## config.mk

```make
export PLATFORM = sky130hd
export DESIGN_NAME = rv32i_dmem_bridge
export DESIGN_NICKNAME = d
export VERILOG_FILES = /design/src/rtl/rv32_pkg.sv /design/src/rtl/rv32i_dmem_timer.sv /design/src/rtl/rv32i_dmem_bridge.sv
export SDC_FILE = /design/constraint.sdc
export NUM_CORES = 1
export LEC_CHECK = 0
export CORE_MARGIN = 4
export CORE_UTILIZATION = 44
export CTS_CLUSTER_SIZE = 24
export DETAILED_ROUTE_END_ITERATION = 16
export PLACE_DENSITY = 0.84
export SETUP_SLACK_MARGIN = 0.5
export SLEW_MARGIN = 30
export SYNTH_ARGS = -nofsm -noshare
export SYNTH_HDL_FRONTEND = slang
export SYNTH_HIERARCHICAL = 1
export SYNTH_SLANG_ARGS = --single-unit
```

## constraint.sdc

```tcl
create_clock -name clk -period 5.15 [get_ports clk]
set_clock_uncertainty 0.05 [all_clocks]
set_input_delay 0.515 -clock clk [delete_from_list [all_inputs] [get_ports clk]]
set_output_delay 0.515 -clock clk [all_outputs]
set_load 0.1 [all_outputs]
```

## src/rtl/rv32_pkg.sv

```systemverilog
// Shared definitions for the RV32I data-memory bridge: FSM encoding and
// the default bus-access timeout.
package rv32_pkg;

    typedef enum logic [2:0] {
        IDLE    = 3'd0,
        WRITE   = 3'd1,
        READ    = 3'd2,
        RD_WAIT = 3'd3,
        RESP    = 3'd4
    } dmem_state_t;

    // Bus cycles an access may spend in WRITE/READ/RD_WAIT before abort.
    localparam int unsigned DMEM_TIMEOUT_DEFAULT = 255;

endpackage

```

## src/rtl/rv32i_dmem_timer.sv

```systemverilog
// Access timeout counter. Cleared while the bridge is idle, counts every
// busy bus cycle, and flags the busy cycle on which the allowance runs out.
module rv32i_dmem_timer
    import rv32_pkg::*;
#(
    parameter int unsigned TIMEOUT_CYCLES = DMEM_TIMEOUT_DEFAULT
) (
    input  logic clk,
    input  logic reset_n,
    input  logic clear,
    input  logic enable,
    output logic expired
);

    localparam logic [7:0] LIMIT = 8'(TIMEOUT_CYCLES);

    logic [7:0] count;

    // count holds the number of busy cycles already completed; the current
    // busy cycle is the last one allowed when count == LIMIT-1.
    always_ff @(posedge clk) begin
        if (!reset_n) begin
            count <= 8'd0;
        end else if (clear) begin
            count <= 8'd0;
        end else if (enable && !expired) begin
            count <= count + 8'd1;
        end
    end

    // Expiry is reported in the busy cycle whose increment reaches LIMIT.
    assign expired = enable && (count == (LIMIT - 8'd1));

endmodule

```

## src/rtl/rv32i_dmem_bridge.sv

```systemverilog
// Bridge between the RV32I ALU load/store request and an Avalon-MM style
// data bus. One access in flight; the pipeline is stalled until RESP.
//
// Bus handshake: a request (avm_read or avm_write) is accepted on the first
// rising edge where it is high and avm_waitrequest is low; address, byte
// enables and write data stay stable until then. Read data is valid on any
// edge where avm_readdatavalid is high, which may be the acceptance edge or
// a later one (split read).
module rv32i_dmem_bridge
    import rv32_pkg::*;
#(
    parameter int unsigned TIMEOUT_CYCLES = DMEM_TIMEOUT_DEFAULT
) (
    input  logic        clk,
    input  logic        reset_n,
    input  logic        req_load,
    input  logic        req_store,
    input  logic [31:0] req_addr,
    input  logic [31:0] req_wdata,
    input  logic [3:0]  req_be,
    output logic        stall,
    output logic [31:0] ld_data,
    output logic        bus_err,
    output logic [31:0] avm_address,
    output logic [3:0]  avm_byteenable,
    output logic [31:0] avm_writedata,
    output logic        avm_read,
    output logic        avm_write,
    input  logic        avm_waitrequest,
    input  logic [31:0] avm_readdata,
    input  logic        avm_readdatavalid,
    output logic [2:0]  dbg_state
);

    dmem_state_t state, state_next;
    logic [31:0] addr_next, wdata_next, ld_next;
    logic [3:0]  be_next;
    logic        err_next;
    logic        busy, expired;

    assign busy      = (state == WRITE) || (state == READ) || (state == RD_WAIT);
    assign dbg_state = state;

    rv32i_dmem_timer #(
        .TIMEOUT_CYCLES(TIMEOUT_CYCLES)
    ) u_timer (
        .clk     (clk),
        .reset_n (reset_n),
        .clear   (state == IDLE),
        .enable  (busy),
        .expired (expired)
    );

    // Pipeline hold: any busy state, or an idle cycle that is taking a request.
    always_comb begin
        stall = busy || ((state == IDLE) && (req_load || req_store));
    end

    // Next-state and next-register values; the response path beats a timeout.
    always_comb begin
        state_next = state;
        addr_next  = avm_address;
        be_next    = avm_byteenable;
        wdata_next = avm_writedata;
        ld_next    = ld_data;
        err_next   = 1'b0;
        case (state)
            IDLE: begin
                if (req_load) begin
                    addr_next  = req_addr;
                    be_next    = 4'hF;
                    state_next = READ;
                    err_next   = req_store;
                end else if (req_store) begin
                    addr_next  = req_addr;
                    be_next    = req_be;
                    wdata_next = req_wdata;
                    state_next = WRITE;
                end
                if (avm_readdatavalid) err_next = 1'b1;
            end
            WRITE: begin
                if (!avm_waitrequest) begin
                    state_next = RESP;
                end else if (expired) begin
                    state_next = RESP;
                    ld_next    = 32'd0;
                    err_next   = 1'b1;
                end
                if (avm_readdatavalid) err_next = 1'b1;
            end
            READ: begin
                if (!avm_waitrequest && avm_readdatavalid) begin
                    ld_next    = avm_readdata;
                    state_next = RESP;
                end else if (expired) begin
                    state_next = RESP;
                    ld_next    = 32'd0;
                    err_next   = 1'b1;
                end else if (!avm_waitrequest) begin
                    state_next = RD_WAIT;
                end
            end
            RD_WAIT: begin
                if (avm_readdatavalid) begin
                    ld_next    = avm_readdata;
                    state_next = RESP;
                end else if (expired) begin
                    state_next = RESP;
                    ld_next    = 32'd0;
                    err_next   = 1'b1;
                end
            end
            RESP: begin
                state_next = IDLE;
                if (avm_readdatavalid) err_next = 1'b1;
            end
            default: state_next = IDLE;
        endcase
    end

    // State, registered bus request, load data and error pulse.
    always_ff @(posedge clk) begin
        if (!reset_n) begin
            state          <= IDLE;
            avm_read       <= 1'b0;
            avm_write      <= 1'b0;
            avm_address    <= 32'd0;
            avm_byteenable <= 4'd0;
            avm_writedata  <= 32'd0;
            ld_data        <= 32'd0;
            bus_err        <= 1'b0;
        end else begin
            state          <= state_next;
            avm_read       <= (state_next == READ);
            avm_write      <= (state_next == WRITE);
            avm_address    <= addr_next;
            avm_byteenable <= be_next;
            avm_writedata  <= wdata_next;
            ld_data        <= ld_next;
            bus_err        <= err_next;
        end
    end

endmodule
```

==> metrics.txt <==
status=finished, final reports clean; LEAKAGE=roughly 2.6 nW; Post-Syn Nets=around 560; Max IR drop VDD=roughly 0.25 mV; vias=~4,000; drt drc=0; Clk pin slew, worst setup/hold paths=approximately 0.060 ns; Clock Sinks=around 110; post-CTS setup buffer count=0; ys flop type=dfxtp_1; number of global-route vias before repair=~4,000; WL final=~13,000 um; GRT Total Usage=21.6%; drt via density=4.96; worst-case clock buffer depth=2; max-slew violations=0; Setup crit start kind=flip-flop; area of the die=about 12,000 um2; Data arrival, critical path=2.91 ns; CP required=4.59 ns; initial antenna violation count=0; Final Cycle Share=approximately two thirds; die span in y=109 um; GP Congestion=between 0.8 and 0.9; Mapped Cells=453; Layout Nets=roughly 760; H-tree levels=4; largest net degree at the start of global routing=78; GR Layer Usage met2=between 30% and 40%; starting density of the core=a little under half; first-pass GRT wire length=19,800 um; first-pass iteration count of the detailed router=4; async set-or-reset flop fraction in the synthesized netlist=0%; Row Count=36; fin cells=800; Port Buffer Count=212; met3 GRT Util=a little under 5%; synth-to-layout area growth=58.9%; root buffer cell=clkbuf_8; critical-path maximum fanout=33; Worst setup EP type=output port; top cells by count, synth=139 x nand2_1, 114 x dfxtp_1, 32 x a22o_1; number of synthesized flops with an enable pin=0; distinct cell type count after synthesis=45; busiest grt layer=met2; Worst Tran Pin Value=1.03 ns; Final ANT Viol Nets=0; TritonCTS clock tree=built; count leader, synth=nand2_1; hold slack=0.399 ns; Final Setup Violations=0; I/O pin count=approximately 210; TNS Setup=0 ns; Starting DRT DRC Count=~200; Pwr Density=a little over 400 nW/um2; Detail Placement HPWL=9130 um; Seq/Total Area, Yosys=between 50% and 60%; final hold violation count=0; CTS Hold Buffers Added=0; max_cap viols=0; met1 Track Usage GR=about a quarter; largest area contributor in the netlist=dfxtp_1; Final min period=3.48 ns; CTS resizes=0; Die Span X=approximately 110 um; WL/cell=15.9 um; layout cell share with drive strength beyond 1=a little under an eighth; RSZ-0062 raised after global routing=false; Slew Limit Headroom=31.4%; synth warn=6; Synth top area share=roughly 50%; gr ovfl total=0; worst hold path type=reg -> reg; Synth area leaders=dfxtp_1 51%, nand2_1 12%, a21boi_2 7.9%, a22o_1 6.3%, a21boi_1 5.1%; core area=9820 um2; dpl cells=approximately 770; Post-Syn Area=around 4400 um2; CTS Buf Count=17; Syn Area/Cell=about 9.8 um2; max frequency=288 MHz; n_diodes=0; register bit total from synthesis=approximately 110; Skew-Pair Late Insertion Delay=0.50 ns; critical path class=reg -> out
## cell families after synthesis
group / count (synthesis) / synth area share [%]
AND/OR/NAND/NOR: 171 / 16.7
multiplexers: 2 / 0.450
AO/OA/AOI/OAI: 128 / 24.8
flip-flops: 114 / 51.3
buffers and inverters: 35 / 5.94
XOR/XNOR: 1 / 0.197
adder cells (fa/ha/maj): 2 / 0.563
## worst paths after layout
kind	slack [ns]	start	endpoint	depth (start not counted)
worst min-delay path	0.40	avm_address[13]$_SDFFE_PN0P_	avm_address[13]$_SDFFE_PN0P_	2
worst max register to register	2.82	dbg_state[1]$_SDFF_PN0_	ld_data[5]$_SDFFE_PN0P_	6
worst max-delay path	1.67	dbg_state[1]$_SDFF_PN0_	stall	5
worst min register to register	0.40	avm_address[13]$_SDFFE_PN0P_	avm_address[13]$_SDFFE_PN0P_	2
## placed cells by master (no fill, tap or decap), types with 2 or more instances in the layout
cell | synthesis | final
inv_1 | 3 | 3
nor2_1 | 4 | 4
nand2_1 | 139 | 139
clkbuf_8 | 0 | 2
nand2b_1 | 4 | 4
a21boi_1 | 30 | 30
a21boi_2 | 31 | 31
clkinv_4 | 0 | 4
a31oi_1 | 3 | 3
clkbuf_16 | 0 | 16
a211oi_1 | 3 | 3
a22o_1 | 32 | 32
o221a_2 | 4 | 4
nor2b_1 | 4 | 4
a21boi_0 | 4 | 4
bufinv_16 | 0 | 2
and4b_1 | 2 | 2
clkinv_2 | 0 | 4
and3_1 | 5 | 5
buf_4 | 2 | 2
o21ai_0 | 5 | 5
dfxtp_1 | 114 | 114
clkinvlp_4 | 0 | 3
clkdlybuf4s50_1 | 0 | 209
ha_1 | 2 | 2
a21oi_1 | 8 | 8
mux2i_1 | 2 | 2
buf_2 | 7 | 3
## cell type report
class,instances,area [um2]
Clock buffer,19,432
Clock inverter,13,138
Fill cell,774,2760
Inverter,3,11.3
Multi-Input combinational cell,304,1910
Sequential cell,114,2280
Tap cell,133,166
Timing Repair Buffer,214,2120
## worst max-delay path, stage by stage (launching register included)
cell	delay (ns)
dfxtp_1	0.44
nor3_4	0.35
o21ai_2	0.08
buf_4	0.24
o21ai_0	0.12
clkdlybuf4s50_1	1.17
## per-layer routing
metal / part of all wire (%) / up-vias / routed length [um]
met5: 0 / - / 0
met4: 2.2 / 0 / 280
met3: 6.3 / 18 / 799
met2: 52 / 123 / 6640
met1: 39 / 1862 / 5000
li1: - / 1962 / -
## registers in the layout, indices dropped and copies added, names as in the netlist
signal          flops
dbg_state           3
bus_err             1
avm_address        32
avm_write           1
avm_read            1
u_timer/count       8
avm_byteenable      4
ld_data            32
avm_writedata      32
## where the power goes
group | switching [mW] | internal (mW) | total [mW]
registers | 0.0362 | 0.942 | 0.978
clock network | 0.398 | 0.698 | 1.10
logic | 0.592 | 0.231 | 0.823
total | 1.03 | 1.87 | 2.90
## through the flow
| step | total power [mW] | util [%] | cell area, um2 | setup WS (ns) |
|---|---|---|---|---|
| final | 2.90 | 71.9 | 7060 | 1.67 |
| after global routing | 3.01 | 71.9 | 7060 | 1.54 |
| after CTS | 2.93 | 71.9 | 7060 | 1.65 |
| after detailed placement | 1.82 | 66.1 | 6490 | 1.90 |
| after global placement | 1.81 | 66.1 | 6490 | 1.90 |
| after floorplan | 1.61 | - | 4450 | 1.08 |
Note: power is estimated with default switching activity, not from simulation.
